[src/rtl/tv80_dbg_pkg.sv]
// Shared definitions for the TV80 register-file debug dump.
// TV80_REG_DUMP_CSUM_EN adds the trailing checksum state.
package tv80_dbg_pkg;

    localparam int unsigned REG_PAIRS  = 8;
    localparam int unsigned DUMP_BYTES = 16;

    localparam logic [2:0] PAIR_BC  = 3'd0;
    localparam logic [2:0] PAIR_DE  = 3'd1;
    localparam logic [2:0] PAIR_HL  = 3'd2;
    localparam logic [2:0] PAIR_IX  = 3'd3;
    localparam logic [2:0] PAIR_BCA = 3'd4;
    localparam logic [2:0] PAIR_DEA = 3'd5;
    localparam logic [2:0] PAIR_HLA = 3'd6;
    localparam logic [2:0] PAIR_IY  = 3'd7;

    typedef enum logic [2:0] {
        ST_IDLE,
        ST_LOAD,
        ST_SEND_H,
        ST_SEND_L,
`ifdef TV80_REG_DUMP_CSUM_EN
        ST_CSUM,
`endif
        ST_DONE
    } dump_state_t;

endpackage

[src/rtl/tv80_reg_dump.sv]
// Walks the eight register pairs on the spare read port and streams 16 bytes.
// Define TV80_REG_DUMP_CSUM_EN to append a mod-256 checksum byte.
module tv80_reg_dump
    import tv80_dbg_pkg::*;
(
    input  logic       clk,
    input  logic       reset_n,
    input  logic       start,
    output logic       busy,
    output logic       hold_req,
    output logic [2:0] rd_addr,
    input  logic [7:0] rd_h,
    input  logic [7:0] rd_l,
    output logic [7:0] out_data,
    output logic       out_valid,
    input  logic       out_ready,
    output logic       done
);

    dump_state_t state_q;
    logic [2:0]  idx_q;
    logic [2:0]  rd_addr_q;
    logic [7:0]  hold_l_q;
    logic [7:0]  out_data_q;
    logic        out_valid_q;
    logic        busy_q;
    logic        done_q;
    logic        accept;
`ifdef TV80_REG_DUMP_CSUM_EN
    logic [7:0]  csum_q;
`endif

    assign accept = out_valid_q && out_ready;

    // The high byte goes straight into out_data_q, which doubles as hold_h.
    always_ff @(posedge clk) begin
        if (!reset_n) begin
            state_q     <= ST_IDLE;
            idx_q       <= PAIR_BC;
            rd_addr_q   <= PAIR_BC;
            hold_l_q    <= '0;
            out_data_q  <= '0;
            out_valid_q <= 1'b0;
            busy_q      <= 1'b0;
            done_q      <= 1'b0;
`ifdef TV80_REG_DUMP_CSUM_EN
            csum_q      <= '0;
`endif
        end else begin
            done_q <= 1'b0;
            unique case (state_q)
                ST_IDLE: begin
                    if (start) begin
                        state_q   <= ST_LOAD;
                        idx_q     <= PAIR_BC;
                        rd_addr_q <= PAIR_BC;
                        busy_q    <= 1'b1;
`ifdef TV80_REG_DUMP_CSUM_EN
                        csum_q    <= '0;
`endif
                    end
                end
                ST_LOAD: begin
                    out_data_q  <= rd_h;
                    hold_l_q    <= rd_l;
                    out_valid_q <= 1'b1;
                    state_q     <= ST_SEND_H;
                end
                ST_SEND_H: begin
                    if (accept) begin
                        out_data_q <= hold_l_q;
                        state_q    <= ST_SEND_L;
`ifdef TV80_REG_DUMP_CSUM_EN
                        csum_q     <= csum_q + out_data_q;
`endif
                    end
                end
                ST_SEND_L: begin
                    if (accept) begin
`ifdef TV80_REG_DUMP_CSUM_EN
                        csum_q <= csum_q + out_data_q;
`endif
                        if (idx_q == PAIR_IY) begin
`ifdef TV80_REG_DUMP_CSUM_EN
                            out_data_q  <= csum_q + out_data_q;
                            state_q     <= ST_CSUM;
`else
                            out_valid_q <= 1'b0;
                            done_q      <= 1'b1;
                            state_q     <= ST_DONE;
`endif
                        end else begin
                            idx_q       <= idx_q + 3'd1;
                            rd_addr_q   <= idx_q + 3'd1;
                            out_valid_q <= 1'b0;
                            state_q     <= ST_LOAD;
                        end
                    end
                end
`ifdef TV80_REG_DUMP_CSUM_EN
                ST_CSUM: begin
                    if (accept) begin
                        out_valid_q <= 1'b0;
                        done_q      <= 1'b1;
                        state_q     <= ST_DONE;
                    end
                end
`endif
                ST_DONE: begin
                    busy_q  <= 1'b0;
                    state_q <= ST_IDLE;
                end
                default: state_q <= ST_IDLE;
            endcase
        end
    end

    assign busy      = busy_q;
    assign hold_req  = busy_q;
    assign rd_addr   = rd_addr_q;
    assign out_data  = out_data_q;
    assign out_valid = out_valid_q;
    assign done      = done_q;

endmodule
[config.mk]
export PLATFORM = sky130hd
export DESIGN_NAME = tv80_reg_dump
export DESIGN_NICKNAME = d
export VERILOG_FILES = /design/src/rtl/tv80_dbg_pkg.sv /design/src/rtl/tv80_reg_dump.sv
export SDC_FILE = /design/constraint.sdc
export NUM_CORES = 1
export LEC_CHECK = 0
export ABC_AREA = 1
export BUFFER_PORTS_ARGS = -buffer_cell sky130_fd_sc_hd__buf_2
export CORE_MARGIN = 5
export CORE_UTILIZATION = 49
export CTS_BUF_LIST = sky130_fd_sc_hd__clkbuf_16
export CTS_CLUSTER_SIZE = 28
export DETAILED_ROUTE_END_ITERATION = 10
export PLACE_DENSITY = 0.77
export SYNTH_ARGS = -nofsm -noshare
export SYNTH_HDL_FRONTEND = slang
export SYNTH_SLANG_ARGS = --single-unit
[constraint.sdc]
create_clock -name clk -period 1.7 [get_ports clk]
set_clock_uncertainty 0.05 [all_clocks]
set_input_delay 0.085 -clock clk [delete_from_list [all_inputs] [get_ports clk]]
set_output_delay 0.085 -clock clk [all_outputs]
set_load 0.05 [all_outputs]
After elaboration in Yosys (flattened, before gate mapping)
Cells that the tools add are included.
{"block": "totals", "output_inout_bits": 15, "in_bits": 20, "regBits": 25, "word_cells": 45}
{"block": "classes", "reduce_logical": 12, "add_sub_neg": 1, "muxes": 16, "eq_ne": 9}
{"cell": "$mux W3", "n": 7}
{"cell": "$pmux W8 S2", "n": 1}
{"cell": "$pmux W3 S4", "n": 1}
{"cell": "$mux W8", "n": 1}
{"cell": "$ne A2 B2 Y1 const B", "n": 4}
{"cell": "$reduce_bool A2 Y1", "n": 4}
{"cell": "$eq A3 B2 Y1 const B", "n": 2}
{"cell": "$eq A3 B3 Y1 const B", "n": 2}
{"cell": "$pmux W3 S2", "n": 1}
{"cell": "$reduce_and A2 Y1", "n": 3}
{"cell": "$reduce_and A3 Y1", "n": 2}
{"cell": "$pmux W1 S2", "n": 2}
{"cell": "$reduce_and A4 Y1", "n": 1}
{"cell": "$add A3 B1 Y3 const B", "n": 1}
{"cell": "$eq A3 B1 Y1 const B", "n": 1}
{"cell": "$logic_not A3 Y1", "n": 1}
{"cell": "$mux W1", "n": 3}
{"cell": "$logic_and A1 B1 Y1", "n": 1}

Logic depth before layout (Yosys ltp)
{"block": "logic_depth", "word_depth": 4, "ltp_mapped": 9, "ltp_nobuf": 9}

Worst setup path before layout
OpenSTA, ideal clock, no wires.
{"block": "synth_path", "path_kind": "flip-flop to flip-flop", "start": "register, netlist name rd_addr[1]", "end": "register rd_addr_q[2], in the netlist rd_addr[2]", "path_slack_ns": 0.142, "required_time_ns": 1.580, "setup_time_ns": 0.070, "path_buffers": 0, "arrival_ns": 1.438, "stages_incl_launch_ff": 9, "synth_period_minus_slack_ns": 1.558, "path_cell_list": "dfxtp_1 ha_1 ha_1 inv_1 nand2_1 nand2_2 nand2_2 nand2_1 a21oi_1"}
{"item": "end signal, assigned", "line_no": "tv80_reg_dump.sv:94", "rtl": "rd_addr_q <= idx_q + 3'd1;"}
{"item": "end, declared", "line_no": "tv80_reg_dump.sv:22", "rtl": "logic [2:0] rd_addr_q;"}

Worst setup path after layout
{"block": "layout_path", "start": "register state_q[0]", "end": "register out_data_q[3], in the netlist out_data[3]"}
{"block": "layout_between", "elab_chain_cells": 3, "word_cells_on_any_way": 6, "cone_classes": "eq/ne: 3; mux: 1; reduce/logical: 2"}
{"item": "start, declared", "line_no": "tv80_reg_dump.sv:20", "rtl": "dump_state_t state_q;"}
{"item": "start signal, assigned", "line_no": "tv80_reg_dump.sv:38", "rtl": "state_q <= ST_IDLE;"}
{"item": "start signal, assigned", "line_no": "tv80_reg_dump.sv:54", "rtl": "state_q <= ST_LOAD;"}
{"item": "start signal, assigned", "line_no": "tv80_reg_dump.sv:67", "rtl": "state_q <= ST_SEND_H;"}
{"item": "$eq A3 B2 Y1 / $eq A3 B1 Y1 (equally long branches)", "line_no": "tv80_reg_dump.sv:51", "rtl": "unique case (state_q)"}
{"item": "$ne A2 B2 Y1 (no source line) / $reduce_bool A2 Y1 (equally long branches)"}
{"item": "$reduce_and A2 Y1 (no source line)"}
{"item": "end signal, assigned", "line_no": "tv80_reg_dump.sv:64", "rtl": "out_data_q <= rd_h;"}
{"item": "end signal, assigned", "line_no": "tv80_reg_dump.sv:71", "rtl": "out_data_q <= hold_l_q;"}
{"item": "end, declared", "line_no": "tv80_reg_dump.sv:24", "rtl": "logic [7:0] out_data_q;"}
Several ways; a longest one is shown, not always the timed one.
A chain may end at the register's enable or synchronous reset.

==> reports/summary.log <==
[clocking] number of setup buffers added after CTS 0
[clocking] insertion delay to the later sink of the worst-skew pair 0.26 ns
[power] pwr/cell area 1970 nW/µm²
[grt] overall track demand over capacity in global routing 16.0%
[sta] Fin Setup TNS 0 ns
[yosys] library cell with the largest summed area after synthesis dfxtp_1
[yosys] warning count from the yosys run 0
[clocking] clock slew at the register clock pins of the worst setup and hold paths 0.06 ns
[yosys] number of distinct standard cells referenced by the synthesized netlist 21
[sta] worst slew margin relative to its limit 78.5%
[worst_setup_path] kind of launch point of the worst setup path register
[yosys] post-synthesis instance area 1110 µm²
[hold_path] Hold Path Depth 3
[grt] antenna violations before repair 0
[hold_path] launch instance of the worst min-delay path rd_l[6]
[layout] Total Nets Final 206
[yosys] flops & latches, synth 25
[placed_design] half-perimeter wire length after detailed placement 1840 µm
[sta] unrepaired setup endpoints after global routing no
[clocking] number of sinks handled by clock tree synthesis 25
[grt] met1 routing resource usage after global routing 18.5%
[floorplanning] initial core utilization 50.7%
[worst_setup_path] critical register-to-register path startpoint state_q[0]
[clocking] cts hold-fix bufs 0
[sta] number of endpoints with negative hold slack in the final report 0
[routing] first-pass detailed-route iteration total 4
[layout] area growth from synthesis to final layout 22.1%
[grt] pin count of the biggest net entering global routing 20
[floorplanning] cell row count 17
[yosys] share of the synthesized area in the top cell type 45.0%
[sta] pin slew with the least headroom to its limit 0.321 ns
[clocking] root buffer selected by CTS clkbuf_16
[routing] mean routed wirelength per cell 11.7 µm
[power] worst vdd rail ir drop 1.26 mV
[worst_setup_path] depth of the worst register-to-register path 7
[routing] # DRC 0
[worst_setup_path] element type at the critical path end register
[sta] number of max-slew violations in the final report 0
[clocking] post_cts resized 0
[floorplanning] Core Region 2190 µm²
[sta] post-route clock period utilization 87.3%
[yosys] Avg Inst Size Synth 7.41 µm²
[layout] antenna cells 0
[sta] Setup violations, final 0
[clocking] CTS tree yes
[yosys] portion of the post-synthesis area used by sequential elements 45.0%
[layout] non-filler instance count after layout 211
[worst_setup_path] critical path arrival 1.59 ns
[floorplanning] y dimension of the die 57.6 µm
[power] static leakage 0.653 nW
[routing] antenna viol nets, final 0
[worst_setup_path] category of the most critical setup path register to register
[layout] commonest non-fill, non-tap cells in the layout buf_2 (34), dfxtp_1 (25), nor2_1 (22)
[yosys] Synth area leaders dfxtp_1 (45%), nor2_1 (7.4%), nand2_1 (7.1%)
[layout] Layout fillers 204
[hold_path] Hold EP hold_l_q[6]
[floorplanning] area of the die 3320 µm²
[grt] vias in the first global route 968
[grt] most used routing layer in global routing met2
[worst_setup_path] CP required 1.80 ns
[status] run status finished clean
[routing] routed via count 1061
[power] total power 0.00267 W
[placed_design] Cell Area, Placed 1280 µm²
[grt] grt ovf 0
[hold_path] classification of the worst-slack hold path input port to register
[layout] fraction of layout cells with a size suffix above 1 25.7%
[grt] M3 GR Usage 3.79%
[layout] cell area after layout 1360 µm²
[routing] initial drt markers 16
[placed_design] total of buffers placed on input and output ports 34
[layout] most frequent standard cell in the layout excluding fill and tap cells buf_2
[yosys] number of nets produced by synthesis 172
[worst_setup_path] critical-path maximum fanout 18
[grt] global-route wire length before repair 4160 µm
[clocking] Bufs on Longest Clock Path 2
[clocking] H-Tree Level Count 1
[run] max-cap violation count 0
[floorplanning] horizontal die dimension 57.6 µm
[grt] grt met2 use 27.6%
[routing] total length of routed wires 2460 µm
[worst_setup_path] critical register-to-register path endpoint out_data[3]
[sta] time the final worst path needs with I/O delays and setup 1.48 ns
[sta] Fmax achieved 674 MHz
[clocking] number of buffers created by CTS 3
[placed_design] placed cell count 207
[yosys] post-synthesis cell count 150
[floorplanning] boundary pin count 35
[sta] worst hold margin 0.0533 ns
[routing] number of vias per cell after detailed routing 5.03
[placed_design] final weighted congestion of routability-driven global placement 0.727
[worst_setup_path] register-to-register path setup slack 0.22 ns
## cells by family after synthesis
kind of cell / after synthesis / synth area share (%)
adder cells (fa/ha/maj): 2 / 2.25
AO/OA/AOI/OAI: 39 / 18.8
buffers and inverters: 25 / 10.5
flip-flops: 25 / 45.0
AND/OR/NAND/NOR: 59 / 23.4
## state kept, by name, indices dropped and copies added, names as in the netlist
name / flops
rd_addr: 3
out_valid: 1
busy: 1
hold_l_q: 8
state_q: 3
done: 1
out_data: 8
## how the worst max path moves through the flow
stage                           from          end  slack [ns]  depth (start not counted)
after global routing      state_q[0]  out_data[0]         0.1                          7
after global placement    state_q[1]  out_data[1]        0.33                          5
final                     state_q[0]  out_data[3]        0.22                          7
after detailed placement  state_q[0]  out_data[1]        0.25                          7
after floorplan           rd_addr[1]   rd_addr[2]        0.14                          8
after CTS                 state_q[0]  out_data[3]        0.23                          7
## through the flow
stage,utilization (%),setup slack (ns)
finish,61.9,0.217
global route,61.9,0.0955
CTS,61.9,0.227
detailed placement,58.3,0.250
global placement,58.3,0.331
floorplan,-,0.142
## cell usage after synthesis, drive strengths merged
cell type   n
clkbuf      2
nor2       24
nand3       9
o21ai      25
inv        20
dfxtp      25
a211oi      1
a21oi      13
ha          2
buf         3
nor3        2
nand2      24
## final cells by class
| class | instances | area, µm² | area share, % |
|---|---|---|---|
| Clock buffer | 3 | 75.1 | 5.54 |
| Clock inverter | 1 | 3.75 | 0.277 |
| Inverter | 20 | 77.6 | 5.72 |
| Multi-Input combinational cell | 100 | 494 | 36.4 |
| Sequential cell | 25 | 500 | 36.9 |
| Tap cell | 28 | 35.0 | 2.58 |
| Timing Repair Buffer | 34 | 170 | 12.5 |
## power by group
group / total, W / switching (W) / internal, W / leakage [nW]
Combinational: 0.00125 / 0.000936 / 0.000317 / 0.405
Clock: 0.000515 / 0.000201 / 0.000314 / 0.0423
Sequential: 0.000900 / 0.000105 / 0.000794 / 0.205
Total: 0.00267 / 0.00124 / 0.00143 / 0.653
## critical path: stages, from the launching register on
cell and delay (ns):
dfxtp_1 0.40, inv_1 0.12, nor2_1 0.13, nand2_2 0.22, o21ai_4 0.20, inv_4 0.09
nor2_1 0.12, nor2_1 0.06
## layer usage
layer / vias up / routed length (µm)
met4: 0 / 72
met5: - / 0
met1: 462 / 1010
li1: 554 / -
met3: 9 / 151
met2: 36 / 1230
(Power assumes the default switching activity.)
